<file path="src/rtl/keypad_scanner.sv">
// 4x4 active-low keypad scanner: column scan, per-frame hit accumulation with ghost rejection,
// frame-rate debounce; accepted keys pulse key_valid one clock after frame end and shift into val_out.
module keypad_scanner #(
  parameter int SCAN_CYCLES    = 100_000,
  parameter int DEBOUNCE_SCANS = 4
) (
  input  logic        clk,
  input  logic        rst,
  input  logic [3:0]  row_in,
  output logic [3:0]  col_out,
  output logic        key_valid,
  output logic [3:0]  key_code,
  output logic [15:0] val_out
);

  localparam int CW = (SCAN_CYCLES < 2) ? 1 : $clog2(SCAN_CYCLES + 1);
  localparam logic [CW-1:0] CNT_LAST = CW'(SCAN_CYCLES);
  localparam logic [3:0]    DB       = 4'(DEBOUNCE_SCANS);

  typedef enum logic [1:0] {IDLE, DEBOUNCE, HELD, RELEASE} state_e;

  logic [3:0]    sync1_q, sync2_q;
  logic [CW-1:0] cnt_q, cnt_d;
  logic [3:0]    col_q, col_d;
  logic [1:0]    hits_q, hits_d, hits_acc;
  logic [3:0]    first_q, first_d, code_acc;
  state_e        state_q, state_d;
  logic [3:0]    cand_q, cand_d;
  logic [3:0]    dcnt_q, dcnt_d;
  logic          valid_q, valid_d;
  logic [3:0]    code_q, code_d;
  logic [15:0]   val_q, val_d;

  logic [3:0] rows_s;
  logic       sample, frame_end, accept, single, none;
  logic [1:0] col_idx;

  assign rows_s    = ~sync2_q;
  assign sample    = (cnt_q == CNT_LAST);
  assign frame_end = sample && (col_q == 4'b1000);
  assign col_out   = ~col_q;
  assign key_valid = valid_q;
  assign key_code  = code_q;
  assign val_out   = val_q;

  always_comb begin
    col_idx = 2'd0;
    case (col_q)
      4'b0010: col_idx = 2'd1;
      4'b0100: col_idx = 2'd2;
      4'b1000: col_idx = 2'd3;
      default: col_idx = 2'd0;
    endcase
  end

  always_comb begin
    cnt_d = sample ? '0 : cnt_q + 1'b1;
    col_d = col_q;
    if (sample) begin
      case (col_q)
        4'b0001: col_d = 4'b0010;
        4'b0010: col_d = 4'b0100;
        4'b0100: col_d = 4'b1000;
        default: col_d = 4'b0001;
      endcase
    end
  end

  // Hit count saturates at 2; the current sample is folded in so frame_end sees the whole frame.
  always_comb begin
    hits_acc = hits_q;
    code_acc = first_q;
    if (sample) begin
      for (int r = 0; r < 4; r++) begin
        if (rows_s[r]) begin
          if (hits_acc == 2'd0) code_acc = {2'(r), col_idx};
          if (hits_acc != 2'd2) hits_acc = hits_acc + 2'd1;
        end
      end
    end
    hits_d  = frame_end ? 2'd0 : hits_acc;
    first_d = frame_end ? 4'd0 : code_acc;
  end

  assign single = (hits_acc == 2'd1);
  assign none   = (hits_acc == 2'd0);

  always_comb begin
    state_d = state_q;
    cand_d  = cand_q;
    dcnt_d  = dcnt_q;
    accept  = 1'b0;
    if (frame_end) begin
      case (state_q)
        IDLE: begin
          if (single) begin
            cand_d  = code_acc;
            dcnt_d  = 4'd1;
            state_d = DEBOUNCE;
          end
        end
        DEBOUNCE: begin
          if (single && code_acc == cand_q) begin
            dcnt_d = dcnt_q + 4'd1;
            if (dcnt_q + 4'd1 == DB) begin
              accept  = 1'b1;
              state_d = HELD;
            end
          end else if (single) begin
            cand_d = code_acc;
            dcnt_d = 4'd1;
          end else begin
            state_d = IDLE;
          end
        end
        HELD: begin
          if (none) begin
            dcnt_d  = 4'd1;
            state_d = RELEASE;
          end
        end
        RELEASE: begin
          if (none) begin
            dcnt_d = dcnt_q + 4'd1;
            if (dcnt_q + 4'd1 == DB) state_d = IDLE;
          end else begin
            state_d = HELD;
          end
        end
        default: state_d = IDLE;
      endcase
    end
  end

  always_comb begin
    valid_d = accept;
    code_d  = accept ? cand_q : code_q;
    val_d   = accept ? {val_q[11:0], cand_q} : val_q;
  end

  always_ff @(posedge clk or negedge rst) begin
    if (!rst) begin
      sync1_q <= 4'd0;
      sync2_q <= 4'd0;
      cnt_q   <= '0;
      col_q   <= 4'b0001;
      hits_q  <= 2'd0;
      first_q <= 4'd0;
      state_q <= IDLE;
      cand_q  <= 4'd0;
      dcnt_q  <= 4'd0;
      valid_q <= 1'b0;
      code_q  <= 4'd0;
      val_q   <= 16'h0000;
    end else begin
      sync1_q <= row_in;
      sync2_q <= sync1_q;
      cnt_q   <= cnt_d;
      col_q   <= col_d;
      hits_q  <= hits_d;
      first_q <= first_d;
      state_q <= state_d;
      cand_q  <= cand_d;
      dcnt_q  <= dcnt_d;
      valid_q <= valid_d;
      code_q  <= code_d;
      val_q   <= val_d;
    end
  end

endmodule

</file>
<file path="config.mk">
export PLATFORM = sky130hd
export DESIGN_NAME = keypad_scanner
export DESIGN_NICKNAME = d
export VERILOG_FILES = /design/src/rtl/keypad_scanner.sv
export SDC_FILE = /design/constraint.sdc
export NUM_CORES = 1
export LEC_CHECK = 0
export ABC_AREA = 1
export BUFFER_PORTS_ARGS = -buffer_cell sky130_fd_sc_hd__clkbuf_2
export CAP_MARGIN = 20
export CORE_MARGIN = 4
export CORE_UTILIZATION = 41
export DETAILED_ROUTE_END_ITERATION = 16
export GPL_TIMING_DRIVEN = 0
export PLACE_DENSITY = 0.73
export SLEW_MARGIN = 20
export SYNTH_ARGS = -nofsm -noshare
export SYNTH_HDL_FRONTEND = slang
export SYNTH_SLANG_ARGS = --single-unit
export TNS_END_PERCENT = 50
</file>
<file path="constraint.sdc">
create_clock -name clk -period 3.37 [get_ports clk]
set_clock_uncertainty 0.05 [all_clocks]
set_input_delay 0.5055 -clock clk [delete_from_list [all_inputs] [get_ports clk]]
set_output_delay 0.5055 -clock clk [all_outputs]
set_load 0.02 [all_outputs]
</file>
== After elaboration in Yosys (flattened, before gate mapping) ==
Cells that the tools add are included.

* Reduce and logical (&&, ||, !) cells: 12
* Add/subtract/negate cells: 6
* Equality and inequality tests: 22
* Bitwise gates (word level): 2
* Multiplexer cells: 46

{| class="wikitable"
|+ Operator list
! kind !! number
|-
| $mux W4 || 16
|-
| $mux W2 || 20
|-
| $add A17 B1 Y17 const B || 1
|-
| $eq A17 B17 Y1 const B || 1
|-
| $mux W17 || 1
|-
| $ne A2 B2 Y1 const B || 8
|-
| $pmux W4 S4 || 1
|-
| $logic_not A2 Y1 || 6
|-
| $pmux W4 S3 || 1
|-
| $ne A3 B3 Y1 const B || 3
|-
| $add A2 B1 Y2 const B || 4
|-
| $eq A4 B3 Y1 const B || 2
|-
| $not A4 Y4 || 2
|-
| $pmux W2 S4 || 1
|-
| $pmux W4 S2 || 1
|-
| $pmux W2 S3 || 1
|-
| $reduce_and A3 Y1 || 2
|-
| $reduce_and A6 Y1 || 1
|-
| $add A4 B1 Y4 const B || 1
|-
| $eq A2 B1 Y1 const B || 2
|-
| $eq A2 B2 Y1 const B || 2
|-
| $eq A4 B1 Y1 const B || 1
|-
| $eq A4 B2 Y1 const B || 1
|-
| $eq A4 B4 Y1 || 1
|-
| 4 further kinds || 8
|}

* Input port bits: 6
* Logic and storage cells: 100
* Flip-flop bits (word level): 66

== Longest topological paths before layout ==
Gate-level depths: netlist (run 1).

* Depth after elaboration: 21
* Gate-level depth with buffers: 28
* Mapped depth without buffers: 28

== Worst setup path after synthesis (run 1) ==
Ideal clock, no wire load.

* Path type: reg-to-reg
* From: reg hits_q[0]
* To: reg code_q[1] (netlist: key_code[1])
* Arrival: 3.250 ns
* Slack: -0.051 ns
* Stages on the path, launching flop included: 28
* Buffers on the path: 1
* Required time: 3.199 ns
* Setup time: 0.121 ns
* Clock period less this slack: 3.421 ns
* Cells stage by stage: dfrtp_1 -> inv_1 -> ha_1 -> inv_1 -> o21ai_0 -> inv_1 -> ha_1 -> nand2_1 -> nand2_1 -> inv_1 -> ha_1 -> or2_2 -> nand2_1 -> ha_1 -> nand2_1 -> o21ai_0 -> nand3_2 -> nand2_1 -> inv_2 -> nand2_1 -> nand2_1 -> nor2_4 -> inv_2 -> nor2_4 -> nand3_2 -> buf_2 -> nand2_1 -> o21ai_1

* Cells in the longest elaborated chain, start to end: 21

{| class="wikitable"
|+ Ends and longest elaborated chain
! element !! RTL line !! text
|-
| start: declaration || 25 || <nowiki>logic [1:0] hits_q, hits_d, hits_acc;</nowiki>
|-
| start signal: assignment || 160 || <nowiki>hits_q <= hits_d;</nowiki>
|-
| $add A2 B1 Y2 / $ne A2 B2 Y1 (equally long branches) || 77 || <nowiki>if (hits_acc != 2'd2) hits_acc = hits_acc + 2'd1;</nowiki>
|-
| $mux W2 || 77 ||
|-
| $mux W2 || 75 || <nowiki>if (rows_s[r]) begin</nowiki>
|-
| $mux W2 || 73 || <nowiki>if (sample) begin</nowiki>
|-
| $add A2 B1 Y2 / $ne A2 B2 Y1 (equally long branches) || 77 ||
|-
| $mux W2 || 77 ||
|-
| $mux W2 || 75 ||
|-
| $mux W2 || 73 ||
|-
| [... 5 more ...] || -- ||
|-
| $mux W2 / $mux W4 (equally long branches) || 77, 76 ||
|-
| $mux W2 / $mux W4 (equally long branches) || 75 ||
|-
| $mux W2 / $mux W4 (equally long branches) || 73 ||
|-
| $eq A2 B1 Y1 / $eq A4 B4 Y1 (equally long branches) || 85, 103 ||
|-
| $logic_and A1 B1 Y1 (*) || 103 || <nowiki>if (single && code_acc == cand_q) begin</nowiki>
|-
| $mux W1 (*) || 103 ||
|-
| $mux W1 (*) || 94 || <nowiki>case (state_q)</nowiki>
|-
| $mux W1 (*) || 93 || <nowiki>if (frame_end) begin</nowiki>
|-
| end signal: assignment || 166 || <nowiki>code_q <= code_d;</nowiki>
|-
| end: declaration || 31 || <nowiki>logic [3:0] code_q, code_d;</nowiki>
|}

Mark *: on every way between the ends. The rest lies on a longest branch, timed or not. The select of a mux whose other input is x is not followed.
A chain may end at the register's enable or synchronous reset.

== Final worst setup path (run 1) ==
* From: reg hits_q[0]
* To: reg cand_q[0]

* Cells in the longest elaborated chain, start to end: 20

{| class="wikitable"
|+ Ends and longest elaborated chain
! element !! RTL line !! text
|-
| $add A2 B1 Y2 / $ne A2 B2 Y1 (equally long branches) || 77 ||
|-
| $mux W2 || 77 ||
|-
| $mux W2 || 75 ||
|-
| $mux W2 || 73 ||
|-
| $add A2 B1 Y2 / $ne A2 B2 Y1 (equally long branches) || 77 ||
|-
| $mux W2 || 77 ||
|-
| $mux W2 || 75 ||
|-
| $mux W2 || 73 ||
|-
| [... 4 more ...] || -- ||
|-
| $add A2 B1 Y2 (tied with other cells) || 77 ||
|-
| $mux W2 / $mux W4 (equally long branches) || 77, 76 ||
|-
| $mux W2 / $mux W4 (equally long branches) || 75 ||
|-
| $mux W2 / $mux W4 (equally long branches) || 73 ||
|-
| $eq A2 B1 Y1 / $eq A4 B4 Y1 (equally long branches) || 85, 103 ||
|-
| $mux W4 / $logic_and A1 B1 Y1 (equally long branches) || 96, 109, 103 ||
|-
| $mux W4 / $ne A2 B2 Y1 (equally long branches) || -- ||
|-
| $pmux W4 S2 / $reduce_and A3 Y1 (equally long branches) || -- ||
|-
| end signal: assignment || 163 || <nowiki>cand_q <= cand_d;</nowiki>
|-
| end: declaration || 28 || <nowiki>logic [3:0] cand_q, cand_d;</nowiki>
|}

Parallel ways exist; a longest one is shown, timed or not. The select of a mux whose other input is x is not followed.

==> impl_metrics.tcl, run 1 <==
set metrics [dict create \
    grt_usage 0.168 \
    dieWidth_um 99.0 \
    startpoint "hits_q[0]$_DFF_PN0_" \
    via_per_inst 5.04 \
    synth.net_count 453 \
    drt_wl_total_um 7800 \
    run_status "complete, but fails checks" \
    fmax_ghz 0.280 \
    area_growth_syn_to_layout_pct 28.1 \
    initial_cell_density_of_the_core 0.430 \
    pin_count 31 \
    asyncSetResetFlopFracSynth 1.00 \
    cts_max_level 3 \
    finalCoreUtilization 0.551 \
    finalMaxSlewViolations 0 \
    global_route.overflow_total 0 \
    yosys.area.top_type "dfrtp_1" \
    routabilityCongestion 0.820 \
    cts_root_buf "clkbuf_8" \
    grt_setup_unrepaired "yes" \
    leading_cell_type_by_number_of_instances_after_synthesis "nand2_1" \
    yosysWarnings 0 \
    first_pass_grt_wire_length_um 13400 \
    fill_cells 697 \
    row_count 32 \
    drtAntennaViolNets 0 \
    synth-seq-cells 62 \
    worst_setup_path_endpoint "cand_q[0]$_DFFE_PN0P_" \
    total_power_uw 1430 \
    worst-endpoint-required_ps 3560 \
    synthTopCellsByCount "118 x nand2_1, 62 x inv_1, 61 x dfrtp_1, 37 x nor2_1, 29 x nand3_1" \
    finalWorstPathRequiredPeriod_ps 3570 \
    route.vias.total 3062 \
    arrival_ps 3760 \
    multi_input_area_um2 1760 \
    tritoncts.num_buffers 9 \
    grt_max_degree 51 \
    post_synth_inst_count 436 \
    timing_hold_violations_final 0 \
    tritoncts "yes" \
    worst_slack_setup_final_ps -199 \
    r2r-start "hits_q[0]$_DFF_PN0_" \
    syn-mean-instance-area_um2 7.79 \
    design.final.nets 518 \
    antennaDiodeCount 0 \
    share_of_final_layout_standard_cells_stronger_than_drive_strength_1 0.330 \
    critical_path.endpoint_type "flop" \
    ff_latch_area_um2 1550 \
    postSynth.topFlopCell "dfrtp_1" \
    port_buf_inserts 30 \
    preCtsSetupSlack_ps -429 \
    cp_max_fo 8 \
    worstSetupPathType "reg2reg" \
    synth-edff-count 0 \
    synth.area.top_cells "dfrtp_1 45%, nand2_1 13%, inv_1 6.9%" \
    yosysTopAreaCellShare 0.450 \
    seq_area_frac_synth 0.457 \
    violations "setup timing" \
    placeableCoreArea_um2 7890 \
    relSlewSlack 0.604 \
    clock_sink_count 62 \
    setup_violations 25 \
    clkSlewWorstSetupHoldPaths_ps 70 \
    first_global_vias 3019 \
    clk_latency_ps 350 \
    number_of_antenna_violations_at_the_first_check_in_global_routing 0 \
    die_area_um2 9800 \
    crit-reg2reg-capture "cand_q[0]$_DFFE_PN0P_" \
    crit_path_start_kind "flop" \
    buffers_from_clock_root_to_sink_at_most 2 \
    detailedRoute.firstPassIterationCount 5 \
    max_capacitance_violation_total 0 \
    route.detailed.wl_per_inst_um 12.8 \
    die_height_um 99.0 \
    peakVddDrop_uv 178 \
    dr.first_iter.drc_count 124 \
    worst-slew-pin-transition_ps 587 \
    setup.reg_to_reg.worst_slack_ps -200 \
    netlist_area_um2 3390 \
    holdCritPathClass "in2reg" \
    detailedPlacementHpwl_um 5040 \
    post-route-period-util 1.06 \
    worstRegToRegCells 27 \
    power_density_nw_per_um2 328 \
    leakage_uw 0.00219 \
    route.detailed.drc 0 \
    yosysUniqueCellTypes 34 \
]
==> placed cells by master (no fill, tap or decap), types with 6 or more instances in the layout <==
cell type / Yosys / routed
a21oi_1: 14 / 13
buf_4: 5 / 23
clkbuf_2: 0 / 29
clkbuf_8: 0 / 10
dfrtp_1: 61 / 61
ha_1: 11 / 7
inv_1: 62 / 55
inv_2: 5 / 11
nand2_1: 118 / 85
nand2_2: 13 / 41
nand2_4: 1 / 6
nand3_1: 29 / 27
nand4_1: 8 / 8
nor2_1: 37 / 36
nor2_4: 5 / 6
o21ai_0: 25 / 18
o21ai_1: 5 / 8
==> kinds of logic (layout without fill, tap and decap cells) <==
logic type,count (synthesis),count (layout),share of synthesized area
compound gates,51,51,0.0807
xor+xnor,4,4,0.0103
fa+ha+maj,11,11,0.0405
buf+inv,78,148,0.0951
flops,62,62,0.457
simple gates,230,230,0.316
==> layer usage <==
| metal | part of all wire | wire (um) | track usage | vias up |
|---|---|---|---|---|
| met5 | 0 | 0 | 0 | - |
| met4 | 0.035 | 271 | 0.0714 | 0 |
| met3 | 0.045 | 352 | 0.0368 | 28 |
| met2 | 0.48 | 3740 | 0.280 | 85 |
| met1 | 0.44 | 3440 | 0.208 | 1440 |
| li1 | - | - | - | 1509 |
==> flip-flops by register name (all words and copies together) (netlist names) <==
signal and count:
hits_q 2, cnt_q 17, val_out 13, sync1_q 4, cand_q 4, key_code 3, sync2_q 4, first_q 4
col_q 4, dcnt_q 4, key_valid 1, state_q 2
==> worst max-delay path, stage by stage, from the launching register on <==
cell      delay (ps)
dfrtp_1          390
inv_2             90
ha_4             140
inv_2             40
o21ai_2          170
inv_2             80
ha_4             270
nand2_4           40
nand2_2           60
inv_2             50
ha_4             200
or2_4            240
nand2_4           70
ha_4             150
nand2_4           50
o21ai_4           90
inv_1             60
nand2_1           70
o211ai_1         220
nand3_1          210
nand2_2           70
nand2_2           90
nor2_4            50
buf_4            140
nand2_4           60
nand3_4          120
nand2_2          120
o21ai_2           50
==> through the flow <==
stage                     std cells  hold slack (ps)  instance area [um^2]  TNS, ps
after floorplan                 436              160                  3400        0
after global placement          568              284                  3680    -4980
after detailed placement        569              288                  3710    -9690
after CTS                       603              195                  4200     -919
after global routing            608              200                  4350    -9230
final                           608              209                  4350    -3590
==> how the worst min path moves through the flow <==
stage,start,endpoint,cells past startpoint
after detailed placement,sync1_q[0]$_DFF_PN0_,sync2_q[0]$_DFF_PN0_,0
after global placement,sync1_q[3]$_DFF_PN0_,sync2_q[3]$_DFF_PN0_,0
after floorplan,rst,cand_q[0]$_DFFE_PN0P_,0
after global routing,row_in[1],sync1_q[1]$_DFF_PN0_,1
final,row_in[2],sync1_q[2]$_DFF_PN0_,1
after CTS,row_in[2],sync1_q[2]$_DFF_PN0_,1
==> cell type report <==
type,count,share of cell area
flip-flops and latches,62,0.357
multi-input cells,296,0.406
inverters,68,0.0593
repair buffers,54,0.0889
plain buffers,10,0.0193
clock buffers,10,0.0317
well taps,102,0.0294
clock inverters,6,0.00864
==> timing repair <==
action | CTS | global route
setup endpoints to repair | 27 | 27
cloned | 2 | 0
hold endpoints to repair | 11 | 0
hold buffers | 1 | 0
gates resized for setup | 45 | 38
pin swaps | 23 | 23
buffers inserted | 15 | 5
==> report_power, final <==
part | internal [uW] | switching [uW]
logic | 37.1 | 49.9
registers | 749 | 4.40
clock network | 282 | 304
Note: power is estimated with default switching activity, not from simulation.
==> run 2, diff against run 1 <==
--- a/config.mk
+++ b/config.mk
@@ -8,7 +8,7 @@
 export ABC_AREA = 1
 export BUFFER_PORTS_ARGS = -buffer_cell sky130_fd_sc_hd__clkbuf_2
 export CAP_MARGIN = 20
-export CORE_MARGIN = 4
+export CORE_MARGIN = 2
 export CORE_UTILIZATION = 41
 export DETAILED_ROUTE_END_ITERATION = 16
 export GPL_TIMING_DRIVEN = 0
==> run 2 against run 1 <==
- the run still ends with setup timing left
- critical endpoint is now val_out[12]$_DFFE_PN0P_
- highest routed layer unchanged
- sequential share of layout area shrank 1.3 points
- clock power grew 25%
- critical path depth grew 1
==> impl_metrics.tcl, run 2 (synthesized netlist as in run 1, its figures left out) <==
set metrics [dict create \
    arrival_ps 3850 \
    buffers_inverters_on_critical_path 7 \
    buffers_from_clock_root_to_sink_at_most 2 \
    design.final.nets 536 \
    grt_setup_unrepaired "yes" \
    setup_violations 27 \
    p_comb_frac 0.067 \
    cpLargestDelayFamily "simple AND/OR/NAND/NOR gates" \
    holdCritPathClass "in2async" \
    cp_max_fo 10 \
    number_of_antenna_violations_at_the_first_check_in_global_routing 0 \
    route.detailed.drc 0 \
    initial_cell_density_of_the_core 0.417 \
    cts_max_level 3 \
    drtAntennaViolNets 0 \
    first_global_vias 3000 \
    run_status "complete, but fails checks" \
    die_height_um 95.0 \
    route.vias.total 3095 \
    crit_path_start_kind "flop" \
    layout_commonest_cell "nand2_1" \
    dr.first_iter.drc_count 150 \
    swShare 0.224 \
    preCtsSetupSlack_ps -484 \
    dieWidth_um 95.0 \
    layout.cells.most_common_list "91 x nand2_1, 61 x dfrtp_1, 54 x inv_1" \
    grt_usage 0.190 \
    pin_count 31 \
    antennaDiodeCount 0 \
    placeableCoreArea_um2 8130 \
    cp_slowest_cell "dfrtp_1" \
    max_capacitance_violation_total 0 \
    finalMaxSlewViolations 0 \
    violations "setup timing" \
    die_area_um2 9020 \
    routabilityCongestion 0.823 \
    cts_root_buf "clkbuf_8" \
    timing_hold_violations_final 0 \
    leakage_uw 0.00230 \
    first_pass_grt_wire_length_um 13200 \
    tritoncts.num_buffers 9 \
    fill_cells 714 \
    clk_latency_ps 360 \
    internal-power_uw 1230 \
    crit_path_frequent_cell "nand2_2" \
    total_switching_power_uw 356 \
    route.detailed.wl_per_inst_um 12.8 \
    port_buf_inserts 30 \
    clock_sink_count 62 \
    share_of_final_layout_standard_cells_stronger_than_drive_strength_1 0.349 \
    global_route.overflow_total 0 \
    drt_wl_total_um 8060 \
    relSlewSlack 0.681 \
    power.clock.fraction 0.459 \
    clkSlewWorstSetupHoldPaths_ps 70 \
    finalCoreUtilization 0.555 \
    worst_path_largest_cell_delay_ps 390 \
    via_per_inst 4.92 \
    regMostFlops "cnt_q" \
    design_area_um2 4510 \
    tritoncts "yes" \
    r2r-start "hits_q[0]$_DFF_PN0_" \
    peakVddDrop_uv 228 \
    detailed_place.area_um2 3700 \
    power_density_nw_per_um2 353 \
    grt_max_degree 44 \
    crit-reg2reg-capture "val_out[12]$_DFFE_PN0P_" \
    setup.reg_to_reg.worst_slack_ps -280 \
    row_count 33 \
    worstSetupPathType "reg2reg" \
    post-route-period-util 1.08 \
    critical_path.endpoint_type "flop" \
    power_frac_seq 0.474 \
    fmax_ghz 0.274 \
    worst-endpoint-required_ps 3570 \
    worst-slew-pin-transition_ps 478 \
    worstRegToRegCells 28 \
    fin_tns_setup_ps -5740 \
    detailedRoute.firstPassIterationCount 4 \
    worst_slack_setup_final_ps -282 \
    area_growth_syn_to_layout_pct 32.9 \
    largest_reg_flops 17 \
    finalWorstPathRequiredPeriod_ps 3650 \
    detailedPlacementHpwl_um 4950 \
]
==> run 2: worst max path at each step <==
stage                        start                 endpoint  depth (start not counted)  slack, ps
2_1_floorplan  hits_q[0]$_DFF_PN0_  key_code[1]$_DFFE_PN0P_                         27         30
3_3_place_gp   hits_q[1]$_DFF_PN0_   val_out[6]$_DFFE_PN0P_                         27       -270
3_5_place_dp   hits_q[1]$_DFF_PN0_  val_out[12]$_DFFE_PN0P_                         27       -480
4_1_cts        hits_q[0]$_DFF_PN0_   state_q[1]$_DFFE_PN0P_                         27        -90
5_1_grt        hits_q[0]$_DFF_PN0_  val_out[13]$_DFFE_PN0P_                         29       -410
6_report       hits_q[0]$_DFF_PN0_  val_out[12]$_DFFE_PN0P_                         28       -280
==> run 2: metal layers <==
metal / part of all wire / track usage / vias to the layer above / routed length, um
met2: 0.49 / 0.329 / 82 / 3980
met4: 0.026 / 0.0990 / 0 / 213
met1: 0.44 / 0.216 / 1448 / 3520
met5: 0 / 0 / - / 0
li1: - / - / 1547 / -
met3: 0.044 / 0.0479 / 18 / 352
==> run 2: timing repair <==
action                                  CTS  global route
pin swaps                                27            22
setup buffers                            32             7
hold buffers                              0             0
endpoints found under the setup margin   27            27
resized for setup                        47            33
cloned                                    2             0
==> run 2: layout make-up <==
cell class	instances	area, um^2	share of cell area
flip-flops and latches	62	1550	0.344
inverters	68	260	0.0577
multi-input cells	296	1760	0.389
well taps	105	131	0.0291
clock inverters	4	70.1	0.0155
repair buffers	72	512	0.113
clock buffers	12	145	0.0322
plain buffers	10	83.8	0.0186
==> run 2: stage by stage <==
step                      hold WS [ps]  total power [uW]  instances
after floorplan                    160               792        436
after global placement             282               813        571
after detailed placement           285               819        572
after CTS                         8.54              1590        622
after global routing              17.6              1660        629
final                             3.42              1590        629
==> run 2: power by group through the flow <==
stage	registers (uW)	clock network [uW]	logic [uW]
after floorplan	766	0	26.1
after global placement	766	0	46.9
after detailed placement	766	0	52.5
after CTS	753	750	91.0
after global routing	753	786	120
final	754	731	107
==> run 3, diff against run 2 <==
--- a/config.mk
+++ b/config.mk
@@ -13,6 +13,7 @@
 export DETAILED_ROUTE_END_ITERATION = 16
 export GPL_TIMING_DRIVEN = 0
 export PLACE_DENSITY = 0.73
+export SETUP_SLACK_MARGIN = 0.2
 export SLEW_MARGIN = 20
 export SYNTH_ARGS = -nofsm -noshare
 export SYNTH_HDL_FRONTEND = slang
==> run 3 against run 2 <==
- the flow still finishes with violations (setup timing)
- total power shrank 9.9%
- cell area shrank 2.1%
- register-to-register slack gained 140 ps
- clock power shrank 21%
- first-iteration DRC count grew 11%
- die area is the same
- global-route usage shrank 0.84 points
- via count shrank 1.7%
- cell count shrank 0.79%
- sequential cell count is the same
==> impl_metrics.tcl, run 3 (synthesized netlist as in run 1, its figures left out) <==
set metrics [dict create \
    die_area_um2 9020 \
    die_height_um 95.0 \
    detailedRoute.firstPassIterationCount 4 \
    total_power_uw 1430 \
    run_status "complete, but fails checks" \
    route.detailed.drc 0 \
    whs_ps 29.6 \
    placeableCoreArea_um2 8130 \
    pin_count 31 \
    dieWidth_um 95.0 \
    critical_path.endpoint_type "flop" \
    crit_path_frequent_cell "nand2_4" \
    worst_slack_setup_final_ps -146 \
    power_density_nw_per_um2 325 \
    post-route-period-util 1.04 \
    number_of_antenna_violations_at_the_first_check_in_global_routing 0 \
    layout_commonest_cell "nand2_1" \
    crit-reg2reg-capture "val_out[11]$_DFFE_PN0P_" \
    largest_reg_flops 17 \
    dr.first_iter.drc_count 167 \
    finalMaxSlewViolations 0 \
    finalNonFillerCells 624 \
    route.vias.total 3043 \
    grt_setup_unrepaired "yes" \
    finalWorstPathRequiredPeriod_ps 3520 \
    arrival_ps 3740 \
    clock_sink_count 62 \
    worst-endpoint-required_ps 3590 \
    setup.reg_to_reg.worst_slack_ps -150 \
    clkSlewWorstSetupHoldPaths_ps 70 \
    buffers_from_clock_root_to_sink_at_most 2 \
    detailedPlacementHpwl_um 4930 \
    preCtsSetupSlack_ps -175 \
    layout.cells.most_common_list "100 x nand2_1, 61 x dfrtp_1, 55 x inv_1" \
    first_pass_grt_wire_length_um 12800 \
    cts_max_level 3 \
    post_place_cells 572 \
    row_count 33 \
    worst-slew-pin-transition_ps 462 \
    drt_wl_total_um 7750 \
    max_capacitance_violation_total 0 \
    leakage_uw 0.00232 \
    antennaDiodeCount 0 \
    worst_path_largest_cell_delay_ps 370 \
    crit_path_start_kind "flop" \
    route.detailed.wl_per_inst_um 12.4 \
    global_route.overflow_total 0 \
    first_global_vias 2929 \
    relSlewSlack 0.692 \
    routabilityCongestion 0.839 \
    tritoncts "yes" \
    port_buf_inserts 30 \
    holdCritPathClass "in2async" \
    area_growth_syn_to_layout_pct 30.1 \
    cts_root_buf "clkbuf_8" \
    peakVddDrop_uv 212 \
    r2r-start "hits_q[0]$_DFF_PN0_" \
    violations "setup timing" \
    drtAntennaViolNets 0 \
    fin_tns_setup_ps -2000 \
    worstSetupPathType "reg2reg" \
    cp_slowest_cell "dfrtp_1" \
    design.final.nets 532 \
    share_of_final_layout_standard_cells_stronger_than_drive_strength_1 0.308 \
    grt_usage 0.182 \
    worstRegToRegCells 29 \
    fmax_ghz 0.284 \
    setup_violations 23 \
    tritoncts.num_buffers 9 \
    grt_max_degree 45 \
    cp_max_fo 4 \
    timing_hold_violations_final 0 \
    regMostFlops "cnt_q" \
    via_per_inst 4.88 \
    initial_cell_density_of_the_core 0.417 \
    clk_latency_ps 340 \
]
-- run 3: changes by cell type in the layout (fill, tap and decap cells not counted), sizes merged --
cell    change
buf         -4
bufinv      -2
clkbuf      +2
clkinv      -1
-- run 3: per-layer routing --
layer  part of all wire  up-vias  GRT usage
met1               0.44     1433      0.224
met5                  0        -          0
li1                   -     1526          -
met4              0.021        0     0.0882
met2               0.50       66      0.309
met3              0.037       18     0.0295
-- run 3: through the flow --
stage,instance area [um^2],utilization
6_report,4420,0.543
5_1_grt,4420,0.543
4_1_cts,4250,0.522
3_5_place_dp,3750,0.461
3_3_place_gp,3720,0.457
2_1_floorplan,3440,-
-- run 3: area by class of cell --
| type | instances | area (um^2) |
|---|---|---|
| well taps | 105 | 131 |
| inverters | 68 | 258 |
| fillers | 747 | 3720 |
| flip-flops and latches | 62 | 1550 |
| clock buffers | 14 | 163 |
| plain buffers | 10 | 83.8 |
| multi-input cells | 296 | 1720 |
| repair buffers | 68 | 507 |
| clock inverters | 1 | 5.00 |
-- run 3: critical path: cells and delay by family, from the launching register on --
kind,cells,cell delay (ps)
adders and majority gates,4,890
and+or+nand+nor,15,1350
buffers and inverters,7,510
AOI/OAI and AO/OA,3,280
DFF,1,370
-- run 3: worst max path at each step --
stage                        startpoint                 endpoint  depth (start not counted)
finish              hits_q[0]$_DFF_PN0_  val_out[11]$_DFFE_PN0P_                         29
global route        hits_q[1]$_DFF_PN0_  val_out[12]$_DFFE_PN0P_                         29
CTS                 hits_q[0]$_DFF_PN0_   val_out[5]$_DFFE_PN0P_                         29
detailed placement  hits_q[0]$_DFF_PN0_  val_out[14]$_DFFE_PN0P_                         28
global placement    hits_q[0]$_DFF_PN0_  val_out[12]$_DFFE_PN0P_                         28
floorplan           hits_q[0]$_DFF_PN0_   val_out[5]$_DFFE_PN0P_                         28
-- run 3: power by group --
part / total (uW) / switching [uW] / internal [uW]
clock: 578 / 275 / 303
combinational: 102 / 54.4 / 47.7
sequential: 754 / 4.40 / 749
-- run 3: repair_timing --
| action | CTS | global route |
|---|---|---|
| setup endpoints to repair | 27 | 28 |
| hold buffers | 0 | 0 |
| pin swaps | 9 | 17 |
| buffers inserted | 27 | 8 |
| resized for setup | 21 | 30 |
| gates cloned | 2 | 0 |
